==> config.mk <==
export PLATFORM = sky130hd
export DESIGN_NAME = decode_stage
export DESIGN_NICKNAME = d
export VERILOG_FILES = /design/src/rtl/decode_pkg.sv /design/src/rtl/decode_scoreboard.sv /design/src/rtl/decode_stage.sv
export SDC_FILE = /design/constraint.sdc
export NUM_CORES = 1
export LEC_CHECK = 0
export BUFFER_PORTS_ARGS = -buffer_cell sky130_fd_sc_hd__buf_2
export CORE_ASPECT_RATIO = 1.1
export CORE_MARGIN = 8
export CORE_UTILIZATION = 40
export CTS_BUF_LIST = sky130_fd_sc_hd__clkbuf_8
export DETAILED_ROUTE_END_ITERATION = 16
export GPL_TIMING_DRIVEN = 0
export PLACE_DENSITY = 0.63
export REMOVE_ABC_BUFFERS = 1
export SYNTH_ARGS = -nofsm -noshare
export SYNTH_HDL_FRONTEND = slang
export SYNTH_SLANG_ARGS = --single-unit
==> constraint.sdc <==
create_clock -name I_CLOCK -period 7.7 [get_ports I_CLOCK]
set_clock_uncertainty 0.1 [all_clocks]
set_input_delay 1.925 -clock I_CLOCK [delete_from_list [all_inputs] [get_ports I_CLOCK]]
set_output_delay 1.925 -clock I_CLOCK [all_outputs]
set_load 0.005 [all_outputs]
==> src/rtl/decode_pkg.sv <==
// Shared decode definitions: opcode constants, instruction classes and IR field positions.
// Also supplies default `PC_WIDTH / `IR_WIDTH when the build does not define them.
`ifndef PC_WIDTH
`define PC_WIDTH 32
`endif
`ifndef IR_WIDTH
`define IR_WIDTH 32
`endif

package decode_pkg;

  localparam logic [7:0] NOP_OPCODE = 8'hFF;
  localparam logic [7:0] OP_LDW     = 8'h80;
  localparam logic [7:0] OP_STW     = 8'h81;
  localparam logic [7:0] OP_JMP     = 8'hD0;

  localparam int OPC_MSB  = 31;
  localparam int OPC_LSB  = 24;
  localparam int DST_MSB  = 23;
  localparam int DST_LSB  = 20;
  localparam int SRC1_LSB = 16;
  localparam int SRC2_LSB = 12;
  localparam int IMM_MSB  = 15;
  localparam int IMM_LSB  = 0;

  typedef enum logic [2:0] {
    CLS_NOP,
    CLS_ALU_R,
    CLS_ALU_I,
    CLS_LDW,
    CLS_STW,
    CLS_BR,
    CLS_JMP
  } instr_class_e;

  // Unassigned opcodes fall through to CLS_NOP.
  function automatic instr_class_e opcode_class(input logic [7:0] opcode);
    instr_class_e cls;
    cls = CLS_NOP;
    if (opcode[7:6] == 2'b00)      cls = CLS_ALU_R;
    else if (opcode[7:6] == 2'b01) cls = CLS_ALU_I;
    else if (opcode == OP_LDW)     cls = CLS_LDW;
    else if (opcode == OP_STW)     cls = CLS_STW;
    else if (opcode[7:4] == 4'hC)  cls = CLS_BR;
    else if (opcode == OP_JMP)     cls = CLS_JMP;
    return cls;
  endfunction

  function automatic logic cls_reads_src1(input instr_class_e cls);
    return cls != CLS_NOP;
  endfunction

  function automatic logic cls_reads_src2(input instr_class_e cls);
    return (cls == CLS_ALU_R) || (cls == CLS_STW) || (cls == CLS_BR);
  endfunction

  function automatic logic cls_writes_dst(input instr_class_e cls);
    return (cls == CLS_ALU_R) || (cls == CLS_ALU_I) || (cls == CLS_LDW);
  endfunction

  function automatic logic cls_is_branch(input instr_class_e cls);
    return (cls == CLS_BR) || (cls == CLS_JMP);
  endfunction

endpackage

==> src/rtl/decode_scoreboard.sv <==
// Per-register in-flight writer counters with saturating increment (issue) and
// decrement (writeback); simultaneous inc/dec on one register leaves it unchanged.
module decode_scoreboard
  import decode_pkg::*;
#(
  parameter  int NUM_REGS     = 16,
  parameter  int MAX_INFLIGHT = 3,
  localparam int IDX_W        = $clog2(NUM_REGS),
  localparam int CNT_W        = $clog2(MAX_INFLIGHT + 1)
) (
  input  logic             clk_i,
  input  logic             rst_ni,
  input  logic             clear_i,
  input  logic             inc_en_i,
  input  logic [IDX_W-1:0] inc_idx_i,
  input  logic             dec_en_i,
  input  logic [IDX_W-1:0] dec_idx_i,
  input  logic [IDX_W-1:0] q1_idx_i,
  input  logic [IDX_W-1:0] q2_idx_i,
  output logic [CNT_W-1:0] q1_cnt_o,
  output logic [CNT_W-1:0] q2_cnt_o
);

  localparam logic [CNT_W-1:0] CNT_MAX = CNT_W'(MAX_INFLIGHT);

  logic [CNT_W-1:0] cnt_q [NUM_REGS];
  logic [CNT_W-1:0] cnt_d [NUM_REGS];

  always_comb begin
    logic inc, dec;
    inc = 1'b0;
    dec = 1'b0;
    for (int r = 0; r < NUM_REGS; r++) begin
      inc      = inc_en_i && (inc_idx_i == IDX_W'(r));
      dec      = dec_en_i && (dec_idx_i == IDX_W'(r));
      cnt_d[r] = cnt_q[r];
      if (clear_i)                             cnt_d[r] = '0;
      else if (inc && !dec && cnt_q[r] != CNT_MAX) cnt_d[r] = cnt_q[r] + 1'b1;
      else if (dec && !inc && cnt_q[r] != '0)      cnt_d[r] = cnt_q[r] - 1'b1;
    end
  end

  always_ff @(negedge clk_i or negedge rst_ni) begin
    if (!rst_ni) begin
      for (int r = 0; r < NUM_REGS; r++) cnt_q[r] <= '0;
    end else begin
      for (int r = 0; r < NUM_REGS; r++) cnt_q[r] <= cnt_d[r];
    end
  end

  assign q1_cnt_o = cnt_q[q1_idx_i];
  assign q2_cnt_o = cnt_q[q2_idx_i];

`ifndef SYNTHESIS
  always @(negedge clk_i) begin
    if (rst_ni && !clear_i) begin
      assert (!(dec_en_i && cnt_q[dec_idx_i] == '0))
        else $error("scoreboard: writeback to register %0d with no writer in flight", dec_idx_i);
      assert (!(inc_en_i && cnt_q[inc_idx_i] == CNT_MAX && !(dec_en_i && dec_idx_i == inc_idx_i)))
        else $error("scoreboard: writer count saturated on register %0d", inc_idx_i);
    end
  end
`endif

endmodule

==> src/rtl/decode_stage.sv <==
// Decode stage: field decode, register file read, scoreboard-based RAW stall and branch stall.
// Optional DECODE_WB_BYPASS_EN forwards same-cycle writeback data into the operands.
module decode_stage
  import decode_pkg::*;
#(
  parameter int NUM_REGS     = 16,
  parameter int DATA_WIDTH   = 16,
  parameter int MAX_INFLIGHT = 3
) (
  input  logic                  I_CLOCK,
  input  logic                  I_RESET_N,
  input  logic                  I_LOCK,
  input  logic [`PC_WIDTH-1:0]  I_PC,
  input  logic [`IR_WIDTH-1:0]  I_IR,
  input  logic                  I_FetchStall,
  input  logic                  I_WBEnable,
  input  logic [3:0]            I_WBDestRegIdx,
  input  logic [DATA_WIDTH-1:0] I_WBValue,
  input  logic                  I_BranchAddrSelect,
  output logic                  O_LOCK,
  output logic [`PC_WIDTH-1:0]  O_PC,
  output logic [7:0]            O_Opcode,
  output logic [3:0]            O_DestRegIdx,
  output logic [DATA_WIDTH-1:0] O_Src1Value,
  output logic [DATA_WIDTH-1:0] O_Src2Value,
  output logic [DATA_WIDTH-1:0] O_Imm,
  output logic                  O_DEStall,
  output logic                  O_DepStallSignal,
  output logic                  O_BranchStallSignal
);

  localparam int IDX_W = $clog2(NUM_REGS);
  localparam int CNT_W = $clog2(MAX_INFLIGHT + 1);

  logic [7:0]       opcode;
  instr_class_e     cls;
  logic [IDX_W-1:0] src1_idx, src2_idx, dst_idx, wb_idx;
  logic [CNT_W-1:0] src1_cnt, src2_cnt;
  logic             src1_busy, src2_busy;
  logic [DATA_WIDTH-1:0] src1_val, src2_val;
  logic             valid, dep, issue;

  logic [DATA_WIDTH-1:0] rf_q [NUM_REGS];

  logic                  bp_q, bp_d;
  logic                  lock_q, lock_d;
  logic [`PC_WIDTH-1:0]  pc_q, pc_d;
  logic [7:0]            opc_q, opc_d;
  logic [3:0]            dst_q, dst_d;
  logic [DATA_WIDTH-1:0] s1_q, s1_d, s2_q, s2_d, imm_q, imm_d;
  logic                  destall_q, destall_d;

  assign opcode   = I_IR[OPC_MSB:OPC_LSB];
  assign cls      = opcode_class(opcode);
  assign src1_idx = I_IR[SRC1_LSB +: IDX_W];
  assign src2_idx = I_IR[SRC2_LSB +: IDX_W];
  assign dst_idx  = I_IR[DST_LSB +: IDX_W];
  assign wb_idx   = I_WBDestRegIdx[IDX_W-1:0];

  decode_scoreboard #(
    .NUM_REGS     (NUM_REGS),
    .MAX_INFLIGHT (MAX_INFLIGHT)
  ) u_sb (
    .clk_i     (I_CLOCK),
    .rst_ni    (I_RESET_N),
    .clear_i   (!I_LOCK),
    .inc_en_i  (issue && cls_writes_dst(cls)),
    .inc_idx_i (dst_idx),
    .dec_en_i  (I_WBEnable),
    .dec_idx_i (wb_idx),
    .q1_idx_i  (src1_idx),
    .q2_idx_i  (src2_idx),
    .q1_cnt_o  (src1_cnt),
    .q2_cnt_o  (src2_cnt)
  );

`ifdef DECODE_WB_BYPASS_EN
  // A lone in-flight writer retiring this very cycle no longer blocks; its data is forwarded.
  logic src1_fwd, src2_fwd;
  assign src1_fwd  = I_WBEnable && (wb_idx == src1_idx);
  assign src2_fwd  = I_WBEnable && (wb_idx == src2_idx);
  assign src1_busy = (src1_cnt != '0) && !(src1_fwd && src1_cnt == CNT_W'(1));
  assign src2_busy = (src2_cnt != '0) && !(src2_fwd && src2_cnt == CNT_W'(1));
  assign src1_val  = src1_fwd ? I_WBValue : rf_q[src1_idx];
  assign src2_val  = src2_fwd ? I_WBValue : rf_q[src2_idx];
`else
  assign src1_busy = (src1_cnt != '0);
  assign src2_busy = (src2_cnt != '0);
  assign src1_val  = rf_q[src1_idx];
  assign src2_val  = rf_q[src2_idx];
`endif

  // A resolving branch discards whatever fetch presents in the same cycle.
  assign valid = I_LOCK && !I_FetchStall && !bp_q && !I_BranchAddrSelect;
  assign dep   = valid && ((cls_reads_src1(cls) && src1_busy) ||
                           (cls_reads_src2(cls) && src2_busy));
  assign issue = valid && !dep;

  assign O_DepStallSignal    = dep;
  assign O_BranchStallSignal = bp_q || (issue && cls_is_branch(cls));

  always_comb begin
    lock_d    = I_LOCK;
    pc_d      = pc_q;
    opc_d     = NOP_OPCODE;
    dst_d     = dst_q;
    s1_d      = s1_q;
    s2_d      = s2_q;
    imm_d     = imm_q;
    destall_d = 1'b1;
    bp_d      = bp_q;
    if (!I_LOCK) begin
      bp_d = 1'b0;
    end else if (issue) begin
      pc_d      = I_PC;
      opc_d     = opcode;
      dst_d     = I_IR[DST_MSB:DST_LSB];
      s1_d      = src1_val;
      s2_d      = src2_val;
      imm_d     = DATA_WIDTH'(I_IR[IMM_MSB:IMM_LSB]);
      destall_d = 1'b0;
      bp_d      = cls_is_branch(cls);
    end else if (I_BranchAddrSelect) begin
      bp_d = 1'b0;
    end
  end

  always_ff @(negedge I_CLOCK or negedge I_RESET_N) begin
    if (!I_RESET_N) begin
      bp_q      <= 1'b0;
      lock_q    <= 1'b0;
      pc_q      <= '0;
      opc_q     <= NOP_OPCODE;
      dst_q     <= '0;
      s1_q      <= '0;
      s2_q      <= '0;
      imm_q     <= '0;
      destall_q <= 1'b1;
    end else begin
      bp_q      <= bp_d;
      lock_q    <= lock_d;
      pc_q      <= pc_d;
      opc_q     <= opc_d;
      dst_q     <= dst_d;
      s1_q      <= s1_d;
      s2_q      <= s2_d;
      imm_q     <= imm_d;
      destall_q <= destall_d;
    end
  end

  always_ff @(negedge I_CLOCK or negedge I_RESET_N) begin
    if (!I_RESET_N) begin
      for (int r = 0; r < NUM_REGS; r++) rf_q[r] <= '0;
    end else if (I_WBEnable) begin
      rf_q[wb_idx] <= I_WBValue;
    end
  end

  assign O_LOCK       = lock_q;
  assign O_PC         = pc_q;
  assign O_Opcode     = opc_q;
  assign O_DestRegIdx = dst_q;
  assign O_Src1Value  = s1_q;
  assign O_Src2Value  = s2_q;
  assign O_Imm        = imm_q;
  assign O_DEStall    = destall_q;

endmodule

[Yosys cells after proc, flatten, opt, wreduce, memory -nomap -nowiden]
Index checks and enable logic that the tools add are counted.
Storage, ports and cells
  register bits after elaboration: 383
  bits in latches: 0
  memory bits (writable): 0
  ROM bits: 0
  input bits: 90
  output and inout bits: 96
  logic and storage cells: 402
  memories: 0
Cells by class
  add/subtract/negate cells: 32
  multipliers: 0
  divide/modulo/power cells: 0
  $lt $le $gt $ge: 4
  eq/ne operators: 74
  shifts and indexed selects: 0
  muxes and demuxes: 76
  bitwise logic cells: 3
  reduce and logical (&&, ||, !) cells: 172
Operator list (count)
  $bwmux W256: 1
  $bmux W16 S4: 2
  $logic_and A1 B1 Y1: 106
  $mux W2: 52
  $mux W16: 5
  $eq A4 B4 Y1 const B: 17
  $demux W16 S4: 1
  $ne A3 B1 Y1 const B: 17
  $logic_not A1 Y1: 36
  $reduce_bool A2 Y1: 18
  $add A2 B1 Y2 const B: 16
  $eq A4 B3 Y1 const B: 8
  $ne A2 B2 Y1 const B: 16
  $sub A2 B1 Y2 const B: 16
  $eq A8 B8 Y1 const B: 3
  $mux W3: 6
  $bmux W2 S4: 2
  $eq A4 B2 Y1 const B: 4
  $mux W8: 2
  $ge A5 B5 Y1 const B: 3
  $not A4 Y5: 3
  $eq A3 B3 Y1 const B: 3
  $eq A4 B1 Y1 const B: 2
  $logic_not A4 Y1: 2
  9 further kinds: 20

[Depth between registers and ports, before layout]
  word-level depth: 23
  gate-level depth with buffers: 11
  mapped depth without buffers: 7

[By module]
A second synthesis with hierarchy kept.
Unflattened totals
  cells, all modules: 1343
  area, all modules: 19697.6 um^2
Modules (own cells, without submodules)
  decode_stage: times used 1, cells each 1071, area each 17130.2 um^2
  decode_scoreboard: times used 1, cells each 272, area each 2567.5 um^2

==> metrics.md <==
| Metric | Value |
|---|---|
| Status | `complete, but fails checks` |
| Violated checks | `setup timing` |
| Internal cell power | `0.00430 W` |
| Clock Latency Late Sink | `0.59 ns` |
| Synth warn | `0` |
| Max stage delay on crit path | `0.48 ns` |
| Post-Synthesis Cell Area | `0.0194 mm²` |
| Die Y | `247 µm` |
| Global-route wire length before repair | `85,900 µm` |
| Total Power | `0.00599 W` |
| Hold Path Depth | `2` |
| CTS Buffer Depth | `3` |
| Clock slew at reported path FFs | `0.04 ns` |
| Cells after Synth | `1,487` |
| PwrDens | `262 mW/mm²` |
| Setup crit end kind | `output pin` |
| Hold_sp | `O_Imm[15]$_DFFE_NN0P_` |
| IO Port Bufs | `185` |
| Switching Share | `28.1%` |
| Final core utilization | `47.8%` |
| Core region area | `0.0478 mm²` |
| Fin worst setup slack | `-0.883 ns` |
| Starting density of the core | `40.5%` |
| Seq/Total Area, Yosys | `49.5%` |
| Routability cong. | `0.768` |
| Share of cells above drive strength 1 | `41.1%` |
| Cts bufs inserted | `69` |
| Synth area leader | `dfrtn_1` |
| Syn_area_per_cell | `13.0 µm²` |
| Synth-to-Final Area Change | `17.8%` |
| Max-cap violations | `0` |
| Hold-critical path endpoint | `O_Imm[15]$_DFFE_NN0P_` |
| Vias post-DR | `13,600` |
| CP cell instances | `nor2_1, mux4_2, a32o_1, or3_4, o211ai_4, or3_4, nand2b_4, buf_6` |
| Number of I/O pins | `186` |
| R2R depth | `9` |
| DP Cell Count | `2,227` |
| Top-count cell post-synth | `dfrtn_1` |
| GRT Util Overall | `20.1%` |
| RR Endpoint | `O_PC[8]$_DFFE_NN0P_` |
| DRT Pass-1 Iters | `5` |
| Launching point of the worst reg2reg path | `u_sb.cnt_q[5]$_DFFE_NN0P_` |
| CP Data Arrival Time | `6.56 ns` |
| CP startpoint kind | `flip-flop` |
| Worst-margin pin slew | `1.44 ns` |
| Setup-failing EPs final | `118` |
| CP Data Required Time | `5.68 ns` |
| Post-Route WL | `55,300 µm` |
| Synthesized flop and latch total | `383` |
| H-Tree Depth | `3` |
| Largest net degree at the start of global routing | `125` |
| Largest cells by area after synthesis | `dfrtn_1, mux4_2, mux2_2, nand2_1, mux2_1` |
| DP HPWL | `33,900 µm` |
| Share of the synthesized area in the top cell type | `48.3%` |
| Clock root cell | `clkbuf_8` |
| VDD IR max | `184 µV` |
| Vias per cell | `5.71` |
| Cell family with most CP delay | `simple AND/OR/NAND/NOR gates` |
| Post-synth EDFFs | `0` |
| Initial antenna violation count | `3` |
| CP max stage cell | `mux4_2` |
| DRC viols | `0` |
| Final hold vios | `0` |
| Dpl ws | `-1.75 ns` |
| Logic pwr share | `21.1%` |
| Hold Buf Count CTS | `0` |
| Die X | `226 µm` |
| Crit Path Max Fanout | `3` |
| WL/cell | `23.2 µm` |
| Worst Path Buf+Inv | `1` |
| Dominant synthesized flop cell | `dfrtn_1` |
| Hold WC Path Type | `flip-flop to flip-flop` |
| R2r setup slk | `4.56 ns` |
| Max-slew headroom | `3.86%` |
| Commonest cells in the netlist | `dfrtn_1, nand2_1, mux4_2, mux2_2, mux2_1` |
| Detailed Route Iter0 Violations | `1,224` |
| Yosys cell types | `44` |
| Setup CP Type | `flip-flop to output pin` |
| Die area | `0.0558 mm²` |
| Vias in the first global route | `14,200` |
| NetSw | `0.00168 W` |
| Final non-filler cell total | `2,381` |
| Gr ovfl total | `0` |
| Clock sink count | `383` |
| # nets final | `1,772` |
| Pins over their slew limit | `0` |
| Setup repair after global routing missed its margin | `yes` |
| Async set or reset register ratio after synthesis | `100%` |
| Static Leak | `10.2 nW` |
| ANT nets after route | `0` |
| Most used cell, CP | `or3_4` |
| Reg power frac | `46.6%` |
| Std-Cell Rows | `84` |
| CTS tree | `yes` |
| Clock share of power | `32.3%` |
==> state kept, by name, indices dropped and copies added (netlist names) <==
signal and flops:
O_DEStall 1, O_DestRegIdx 4, O_Imm 16, O_LOCK 1, O_Opcode 8, O_PC 32
O_Src1Value 16, O_Src2Value 16, bp_q 1, rf_q 256, u_sb.cnt_q 32
==> routing by layer <==
| layer | GRT usage (%) | wire length (µm) |
|---|---|---|
| met5 | 0 | 0 |
| met4 | 7.99 | 1630 |
| met3 | 3.92 | 4200 |
| met2 | 32.3 | 26400 |
| met1 | 26.6 | 23100 |
==> cell families (layout without fill, tap and decap cells) <==
group                  count (synthesis)  after routing  synth area share, %
AOI/OAI and AO/OA                     96             97                 3.37
DFF                                  383            383                 49.5
muxes                                417            417                 33.7
buffers and inverters                122            367                 3.00
other                                  0              3                    0
and+or+nand+nor                      469            469                 10.4
==> cell usage in the layout (no fill, tap or decap), types with 4 or more instances in the layout <==
cell and instances:
a211oi_1 7, a21oi_1 23, a221oi_2 4, and2_1 11
buf_12 5, buf_16 12, buf_2 177, buf_4 19
buf_8 7, clkbuf_8 82, clkinv_2 13, clkinvlp_4 5
dfrtn_1 374, dfstp_2 9, inv_1 34, mux2_1 82
mux2_2 160, mux2i_1 11, mux4_2 164, nand2_1 331
nand2b_1 16, nand3_1 8, nor2_1 27, nor2_2 11
nor3_1 8, nor3b_1 5, o211ai_1 11, o21ai_0 27
o41ai_1 8, or2_2 8, or3_1 8, or4_1 12
or4_4 6
==> worst max path at each step <==
stage	slack, ns	to	start	cells past startpoint
final	-0.88	O_BranchStallSignal	u_sb.cnt_q[5]$_DFFE_NN0P_	8
after detailed placement	-1.75	O_PC[8]$_DFFE_NN0P_	I_IR[13]	8
after global placement	-6.87	u_sb.cnt_q[5]$_DFFE_NN0P_	I_IR[12]	7
after CTS	-0.93	O_BranchStallSignal	u_sb.cnt_q[3]$_DFFE_NN0P_	8
after floorplan	-2.93	u_sb.cnt_q[1]$_DFFE_NN0P_	I_IR[15]	6
after global routing	-0.97	O_BranchStallSignal	u_sb.cnt_q[3]$_DFFE_NN0P_	8
==> area by class of cell <==
class / count / area, µm²
flip-flops and latches: 383 / 9600
clock inverters: 49 / 275
fillers: 4246 / 25000
diodes: 3 / 7.51
repair buffers: 223 / 1600
well taps: 645 / 807
inverters: 12 / 56.3
clock buffers: 82 / 1130
repair inverters: 1 / 5.00
multi-input cells: 983 / 9370
==> power groups by stage <==
stage                     sequential [W]  combinational, W    clock, W
final                            0.00279           0.00126     0.00193
after global routing             0.00285           0.00138     0.00209
after CTS                        0.00278           0.00129     0.00200
after detailed placement         0.00281           0.00127  0.00000800
after global placement           0.00277           0.00123  0.00000800
after floorplan                  0.00276          0.000770  0.00000800
==> through the flow <==
stage / instance area (µm²) / hold WS, ns / TNS, ns
3_3_place_gp: 20600 / 0.326 / -3423.21
6_report: 22800 / 0.325 / -37.35
3_5_place_dp: 21100 / 0.329 / -233.39
5_1_grt: 22800 / 0.348 / -48.23
4_1_cts: 22700 / 0.329 / -31.66
2_1_floorplan: 18900 / 0.318 / -350.27
==> timing repair <==
action,in CTS,in global routing
buffers inserted,12,5
endpoints found under the setup margin,128,143
gates cloned,2,0
pin swaps,4,3
hold endpoints to repair,0,0
gates resized for setup,25,13
==> worst min-delay path, cell delays in order, from the launching register on <==
cell and delay, ns:
dfrtn_1 0.40, nand2_1 0.05, o21ai_0 0.06
Power figures use the tool's default switching activity.
